## src/rtl/serial_xs3_bcd_converter_pkg.sv

```systemverilog
// Shared definitions for the serial Excess-3 / BCD converter: mode
// encodings, the per-digit constant and the digit validity rule.
package serial_code_pkg;

  typedef enum logic {
    MODE_XS3_TO_BCD = 1'b0,
    MODE_BCD_TO_XS3 = 1'b1
  } mode_e;

  // Constant added or subtracted per digit, consumed LSB-first.
  localparam logic [3:0] K = 4'b0011;

  // Legal input code ranges for each direction.
  localparam logic [3:0] XS3_MIN = 4'd3;
  localparam logic [3:0] XS3_MAX = 4'd12;
  localparam logic [3:0] BCD_MAX = 4'd9;

  // True when a complete 4-bit input code is legal for the given direction.
  function automatic logic code_valid(input mode_e mode, input logic [3:0] code);
    if (mode == MODE_XS3_TO_BCD) begin
      return (code >= XS3_MIN) && (code <= XS3_MAX);
    end
    return code <= BCD_MAX;
  endfunction

endpackage

```

## src/rtl/serial_xs3_bcd_converter_if.sv

```systemverilog
// Serial pin-side bundle of the converter. The master drives the bit
// stream and mode; the slave (the converter) returns converted bits and
// framing/error strobes.
interface serial_xs3_bcd_converter_if;

  logic X;
  logic X_valid;
  logic Mode;
  logic Z;
  logic Z_valid;
  logic Digit_end;
  logic Digit_err;
  logic Word_done;
  logic Word_err;

  modport master (
    output X, X_valid, Mode,
    input  Z, Z_valid, Digit_end, Digit_err, Word_done, Word_err
  );

  modport slave (
    input  X, X_valid, Mode,
    output Z, Z_valid, Digit_end, Digit_err, Word_done, Word_err
  );

endinterface

```

## src/rtl/serial_xs3_bcd_converter_alu.sv

```systemverilog
// Bit-serial add/subtract of the constant K for one digit. Holds the
// carry/borrow and the last three input bits so the complete code can be
// checked for legality on the digit's final bit.
module serial_digit_alu
  import serial_code_pkg::*;
(
  input  logic       Clk,
  input  logic       Rst,
  input  logic       x_i,
  input  logic       accept_i,
  input  logic [1:0] bit_pos_i,
  input  mode_e      mode_i,
  output logic       z_o,
  output logic       digit_ok_o
);

  logic       cb_q;
  logic       cb_d;
  logic [2:0] sh_q;
  logic       k;

  // Sum/difference bit, next carry/borrow and digit legality.
  // NOTE: every always_comb output gets a value on every path, otherwise a latch is inferred.
  always_comb begin
    k          = K[bit_pos_i];
    z_o        = x_i ^ k ^ cb_q;
    cb_d       = 1'b0;
    if (mode_i == MODE_XS3_TO_BCD) begin
      cb_d = (~x_i & (k | cb_q)) | (k & cb_q);
    end else begin
      cb_d = (x_i & k) | (cb_q & (x_i ^ k));
    end
    digit_ok_o = code_valid(mode_i, {x_i, sh_q});
  end

  // Carry/borrow and input history advance on accepted bits; carry never crosses a digit.
  // NOTE: sequential state uses non-blocking assignments so all registers update from pre-edge values.
  always_ff @(posedge Clk or negedge Rst) begin
    if (!Rst) begin
      cb_q <= 1'b0;
      sh_q <= 3'b000;
    end else if (accept_i) begin
      cb_q <= (bit_pos_i == 2'd3) ? 1'b0 : cb_d;
      sh_q <= {x_i, sh_q[2:1]};
    end
  end

endmodule

```

## src/rtl/serial_xs3_bcd_converter.sv

```systemverilog
// Multi-digit serial Excess-3 <-> BCD converter. Frames the bit stream
// into digits and words, latches the direction at the start of each word
// and summarises per-digit errors into a per-word error flag.
module serial_xs3_bcd_converter
  import serial_code_pkg::*;
#(
  parameter int DIGITS = 4,
  parameter int CNT_W  = (DIGITS > 1) ? $clog2(DIGITS) : 1
) (
  input logic                       Clk,
  input logic                       Rst,
  serial_xs3_bcd_converter_if.slave bus
);

  logic [1:0]       bit_pos_q;
  logic [CNT_W-1:0] digit_cnt_q;
  mode_e            mode_q;
  logic             err_acc_q;
  logic             word_done_q;
  logic             word_err_q;

  logic             word_start;
  mode_e            active_mode;
  logic             digit_end;
  logic             digit_err;
  logic             last_digit;
  logic             z_raw;
  logic             digit_ok;

  // Direction comes straight from the pin on a word's first bit, else from the latch.
  always_comb begin
    word_start  = (bit_pos_q == 2'd0) && (digit_cnt_q == '0);
    active_mode = word_start ? mode_e'(bus.Mode) : mode_q;
    digit_end   = bus.X_valid && (bit_pos_q == 2'd3);
    digit_err   = digit_end && !digit_ok;
    last_digit  = (digit_cnt_q == CNT_W'(DIGITS - 1));
  end

  serial_digit_alu u_alu (
    .Clk        (Clk),
    .Rst        (Rst),
    .x_i        (bus.X),
    .accept_i   (bus.X_valid),
    .bit_pos_i  (bit_pos_q),
    .mode_i     (active_mode),
    .z_o        (z_raw),
    .digit_ok_o (digit_ok)
  );

  // Framing, mode latch, error accumulation and the registered word strobes.
  always_ff @(posedge Clk or negedge Rst) begin
    if (!Rst) begin
      bit_pos_q   <= 2'd0;
      digit_cnt_q <= '0;
      mode_q      <= MODE_XS3_TO_BCD;
      err_acc_q   <= 1'b0;
      word_done_q <= 1'b0;
      word_err_q  <= 1'b0;
    end else begin
      word_done_q <= 1'b0;
      if (bus.X_valid) begin
        bit_pos_q <= bit_pos_q + 2'd1;
        if (word_start) begin
          mode_q <= mode_e'(bus.Mode);
        end
        if (digit_err) begin
          err_acc_q <= 1'b1;
        end
        if (digit_end) begin
          if (last_digit) begin
            digit_cnt_q <= '0;
            word_done_q <= 1'b1;
            word_err_q  <= err_acc_q | digit_err;
            err_acc_q   <= 1'b0;
          end else begin
            digit_cnt_q <= digit_cnt_q + CNT_W'(1);
          end
        end
      end
    end
  end

  assign bus.Z         = bus.X_valid & z_raw;
  assign bus.Z_valid   = bus.X_valid;
  assign bus.Digit_end = digit_end;
  assign bus.Digit_err = digit_err;
  assign bus.Word_done = word_done_q;
  assign bus.Word_err  = word_err_q;

endmodule

```

## src/flat_wrapper.sv

```systemverilog
// flat-port wrapper written by rule: the top's interface ports become plain ports
module serial_xs3_bcd_converter_flat import serial_code_pkg::*;
#(
  parameter int DIGITS = 4,
  parameter int CNT_W  = (DIGITS > 1) ? $clog2(DIGITS) : 1
)
  (Clk, Rst, bus_X, bus_X_valid, bus_Mode, bus_Z, bus_Z_valid, bus_Digit_end, bus_Digit_err, bus_Word_done, bus_Word_err);
  serial_xs3_bcd_converter_if bus_i ();
  input logic Clk;
  input logic Rst;
  input wire logic [$bits(bus_i.X)-1:0] bus_X;
  input wire logic [$bits(bus_i.X_valid)-1:0] bus_X_valid;
  input wire logic [$bits(bus_i.Mode)-1:0] bus_Mode;
  output wire logic [$bits(bus_i.Z)-1:0] bus_Z;
  output wire logic [$bits(bus_i.Z_valid)-1:0] bus_Z_valid;
  output wire logic [$bits(bus_i.Digit_end)-1:0] bus_Digit_end;
  output wire logic [$bits(bus_i.Digit_err)-1:0] bus_Digit_err;
  output wire logic [$bits(bus_i.Word_done)-1:0] bus_Word_done;
  output wire logic [$bits(bus_i.Word_err)-1:0] bus_Word_err;
  assign bus_i.X = bus_X;
  assign bus_i.X_valid = bus_X_valid;
  assign bus_i.Mode = bus_Mode;
  assign bus_Z = bus_i.Z;
  assign bus_Z_valid = bus_i.Z_valid;
  assign bus_Digit_end = bus_i.Digit_end;
  assign bus_Digit_err = bus_i.Digit_err;
  assign bus_Word_done = bus_i.Word_done;
  assign bus_Word_err = bus_i.Word_err;
  serial_xs3_bcd_converter #(.DIGITS(DIGITS), .CNT_W(CNT_W)) u_core (.Clk(Clk), .Rst(Rst), .bus(bus_i));
endmodule
```

## config.mk

```make
export PLATFORM = sky130hd
export DESIGN_NAME = serial_xs3_bcd_converter_flat
export DESIGN_NICKNAME = d
export VERILOG_FILES = /design/src/rtl/serial_xs3_bcd_converter_pkg.sv /design/src/rtl/serial_xs3_bcd_converter_if.sv /design/src/rtl/serial_xs3_bcd_converter_alu.sv /design/src/rtl/serial_xs3_bcd_converter.sv /design/src/flat_wrapper.sv
export SDC_FILE = /design/constraint.sdc
export NUM_CORES = 1
export LEC_CHECK = 0
export ABC_AREA = 1
export CAP_MARGIN = 5
export CORE_ASPECT_RATIO = 1.2
export CORE_UTILIZATION = 40
export CTS_BUF_LIST = sky130_fd_sc_hd__clkbuf_16
export CTS_CLUSTER_DIAMETER = 80
export CTS_CLUSTER_SIZE = 10
export DETAILED_ROUTE_END_ITERATION = 6
export GPL_ROUTABILITY_DRIVEN = 0
export PLACE_DENSITY = 0.63
export SYNTH_ARGS = -nofsm -noshare
export SYNTH_HDL_FRONTEND = slang
export SYNTH_SLANG_ARGS = --single-unit
```

## constraint.sdc

```tcl
create_clock -name Clk -period 1.4 [get_ports Clk]
set_input_delay 0.28 -clock Clk [delete_from_list [all_inputs] [get_ports Clk]]
set_output_delay 0.28 -clock Clk [all_outputs]
set_load 0.01 [all_outputs]
```

==> run_results.csv <==
group,metric,value,unit
power,power_switching,723,µW
yosys,synth-seq-area-share,45.1,%
yosys,syn_inst,76,
sta,setup_viol,5,
sta,setup_ws,-0.341,ns
power,ir_drop,1250,µV
power,seqPwrFrac,24.9,%
power,clockPowerShare,24.6,%
clock_tree,ctsHtreeMaxLevel,1,
drt,ant_nets,0,
worst_hold_path,hold_class,"in2async",
clock_tree,cts_hold_buf,0,
critical_path,crit_required,1.12,ns
critical_path,critPathLaunchType,"flip-flop",
sta,slew_headroom,88.3,%
sta,period_share,124,%
clock_tree,clk_pin_slew,0.04,ns
placement,place_area,902,µm²
drt,drt_iter0_markers,5,
grt,grt_pass1_wl,2350,µm
grt,grt_pass1_vias,561,
drt,via_count,590,
grt,grt_overflow,0,
yosys,ys_ff_latch,12,
yosys,synth_ff_type,"dfrtp_1",
layout,drive_gt1_share,48.2,%
power,intPower,1410,µW
yosys,synth.most_common_cell,"nand2_1",
yosys,ys_warn_count,0,
placement,port_buffers,10,
placement,dp_hpwl,980,µm
layout,multiInputGateArea,363,µm²
yosys,ys_types,19,
die,core_area,1500,µm²
grt,grt_usage,20.0,%
power,switching_share,33.8,%
drt,drc,0,
die,ios,11,
critical_path,cpPeakStageDelay,0.42,ns
layout,num-nets-final,124,
yosys,synth.cell_area,666,µm²
clock_tree,clk_latency,0.24,ns
grt,grt_max_degree,14,
layout,fillCellCount,108,
critical_path,path_cells,"buf_4 > fa_1 > nor2_1 > buf_2",
sta,hold_ws,0.351,ns
critical_path,worstPathBufferInverterCount,2,
critical_path,crit_fanout,3,
sta,skew,0.00305,ns
sta,drv_slew,0,
yosys,yosysTopAreaCell,"dfrtp_1",
die,die_area,1830,µm²
yosys,synth_commonest_cells,"nand2_1 (16), inv_1 (14), dfrtp_1 (12)",
clock_tree,cts_tree,"done",
yosys,synth_edf_count,0,
drt,wl_per_cell,12.3,µm
critical_path,path_class,"reg2out",
power,power_frac_comb,50.5,%
critical_path,endpoint_kind,"output pin",
yosys,syn-mean-instance-area,8.76,µm²
drt,routed_wl,1590,µm
yosys,yosys.area.top_type_share,45.1,%
run_status,violations,"negative setup slack",
yosys,ys_async_sr_fraction,100,%
yosys,synth_area_leaders,"dfrtp_1 (45%), nand2_1 (9.0%), inv_1 (7.9%)",
sta,rsz0062_at_grt,"true",
layout,fin_area,1110,µm²
layout,seqCellArea,300,µm²
job,drv_cap,0,
power,leakage,0.000576,µW
sta,tightestPinTransition,0.174,ns
critical_path,cp.arrival,1.46,ns
clock_tree,cts.sinks,12,
die,dieHeight,46.7,µm
layout,diodes,0,
sta,fmax,0.574,GHz
clock_tree,cts_root_buf,"clkbuf_16",
layout,fin_util,74.3,%
grt,antenna_found_initial,0,
die,rows,15,
clock_tree,cts_made_buffers,3,
sta,hold_violations,0,
die,start_util,44.3,%
drt,firstDrtPassIters,4,
power,powerDensity,1920,nW/µm²
yosys,syn-num-nets,87,
clock_tree,clock_path_buffers,2,
layout,area_delta_synth_final,67.5,%
drt,avgViaCountPerCell,4.57,
critical_path,cpLargestDelayFamily,"adder cells",
die,die_w,39.2,µm
critical_path,critical_path.slowest_cell,"fa_1",
run_status,outcome,"finished with violations",
sta,min_period,1.74,ns
path summary, 6_finish.rpt:
path                                                  from                           endpoint  slack, ns  cells after the start
max                        u_core.bit_pos_q[1]$_DFFE_PN0P_                              bus_Z      -0.34                      4
min                                                    Rst  u_core.digit_cnt_q[0]$_DFFE_PN0P_       0.35                      2
max reg2reg                u_core.bit_pos_q[1]$_DFFE_PN0P_    u_core.bus.Word_err$_DFFE_PN0P_      -0.06                     10
min reg2reg                u_core.bus.Word_err$_DFFE_PN0P_    u_core.bus.Word_err$_DFFE_PN0P_       0.47                      2
max in group asynchronous                              Rst      u_core.u_alu.cb_q$_DFFE_PN0P_       0.89                      2
min in group Clk           u_core.bus.Word_err$_DFFE_PN0P_    u_core.bus.Word_err$_DFFE_PN0P_       0.47                      2
cell usage in the layout (no fill, tap or decap), types with 2 or more instances in the layout:
cell type and n:
buf_6 7, o21ai_1 2, nand3_1 4, ha_4 3, a21oi_2 2, buf_4 18, dlygate4sd2_1 3, fa_1 2
o21ai_2 2, inv_1 9, nand2_2 4, inv_2 7, nand2_1 14, o21ai_0 5, nand3_2 2, dfrtp_1 12
buf_2 2, clkdlybuf4s50_1 3, clkbuf_16 3
registers in the layout, indices dropped and copies added (netlist names):
register / count
u_core.err_acc_q: 1
u_core.mode_q: 1
u_core.digit_cnt_q: 2
u_core.bus.Word_done: 1
u_core.bus.Word_err: 1
u_core.u_alu.cb_q: 1
u_core.bit_pos_q: 2
u_core.u_alu.sh_q: 3
kinds of logic (layout without fill, tap and decap cells):
group	count (synthesis)	count (layout)	share of synthesized area [%]
adder cells (fa/ha/maj)	6	6	13.5
XOR/XNOR	1	1	1.32
AO/OA/AOI/OAI	12	12	9.77
flip-flops	12	12	45.1
AND/OR/NAND/NOR	27	27	19.4
buffers and inverters	18	54	10.9
metrics by stage:
step | setup TNS, ns | worst slack (ns) | instances | power, µW
after floorplan | 0 | 0.0504 | 76 | 899
after detailed placement | -2.88 | -0.823 | 118 | 1290
after CTS | -1.11 | -0.366 | 126 | 1960
final | -1.02 | -0.341 | 129 | 2140
after global routing | -1.57 | -0.410 | 129 | 2290
after global placement | -2.85 | -0.835 | 118 | 1260
per-layer routing:
metal | vias up | part of all wire [%] | GRT usage (%)
met5 | - | 0 | 0
met4 | 0 | 2.2 | 12.4
met3 | 4 | 2.3 | 4.35
met2 | 9 | 54 | 35.3
met1 | 273 | 42 | 21.0
li1 | 304 | - | -
cell type report:
cell class	instances	share of cell area, %
multi-input cells	46	32.5
flip-flops and latches	12	26.9
repair buffers	34	26.2
clock buffers	3	6.73
inverters	16	5.39
well taps	17	1.91
clock inverters	1	0.337
power groups by stage:
| stage | Clock (µW) | Combinational (µW) | Sequential (µW) |
|---|---|---|---|
| 2_1_floorplan | 0 | 373 | 526 |
| 3_3_place_gp | 0 | 742 | 519 |
| 3_5_place_dp | 0 | 769 | 522 |
| 4_1_cts | 531 | 906 | 521 |
| 5_1_grt | 545 | 1200 | 542 |
| 6_report | 525 | 1080 | 533 |
what timing repair did:
| item | 4_1_cts | 5_1_grt |
|---|---|---|
| gates resized for setup | 31 | 17 |
| pin swaps | 9 | 5 |
| setup endpoints to repair | 7 | 7 |
| buffers inserted | 5 | 4 |
Note: power is estimated with default switching activity, not from simulation.
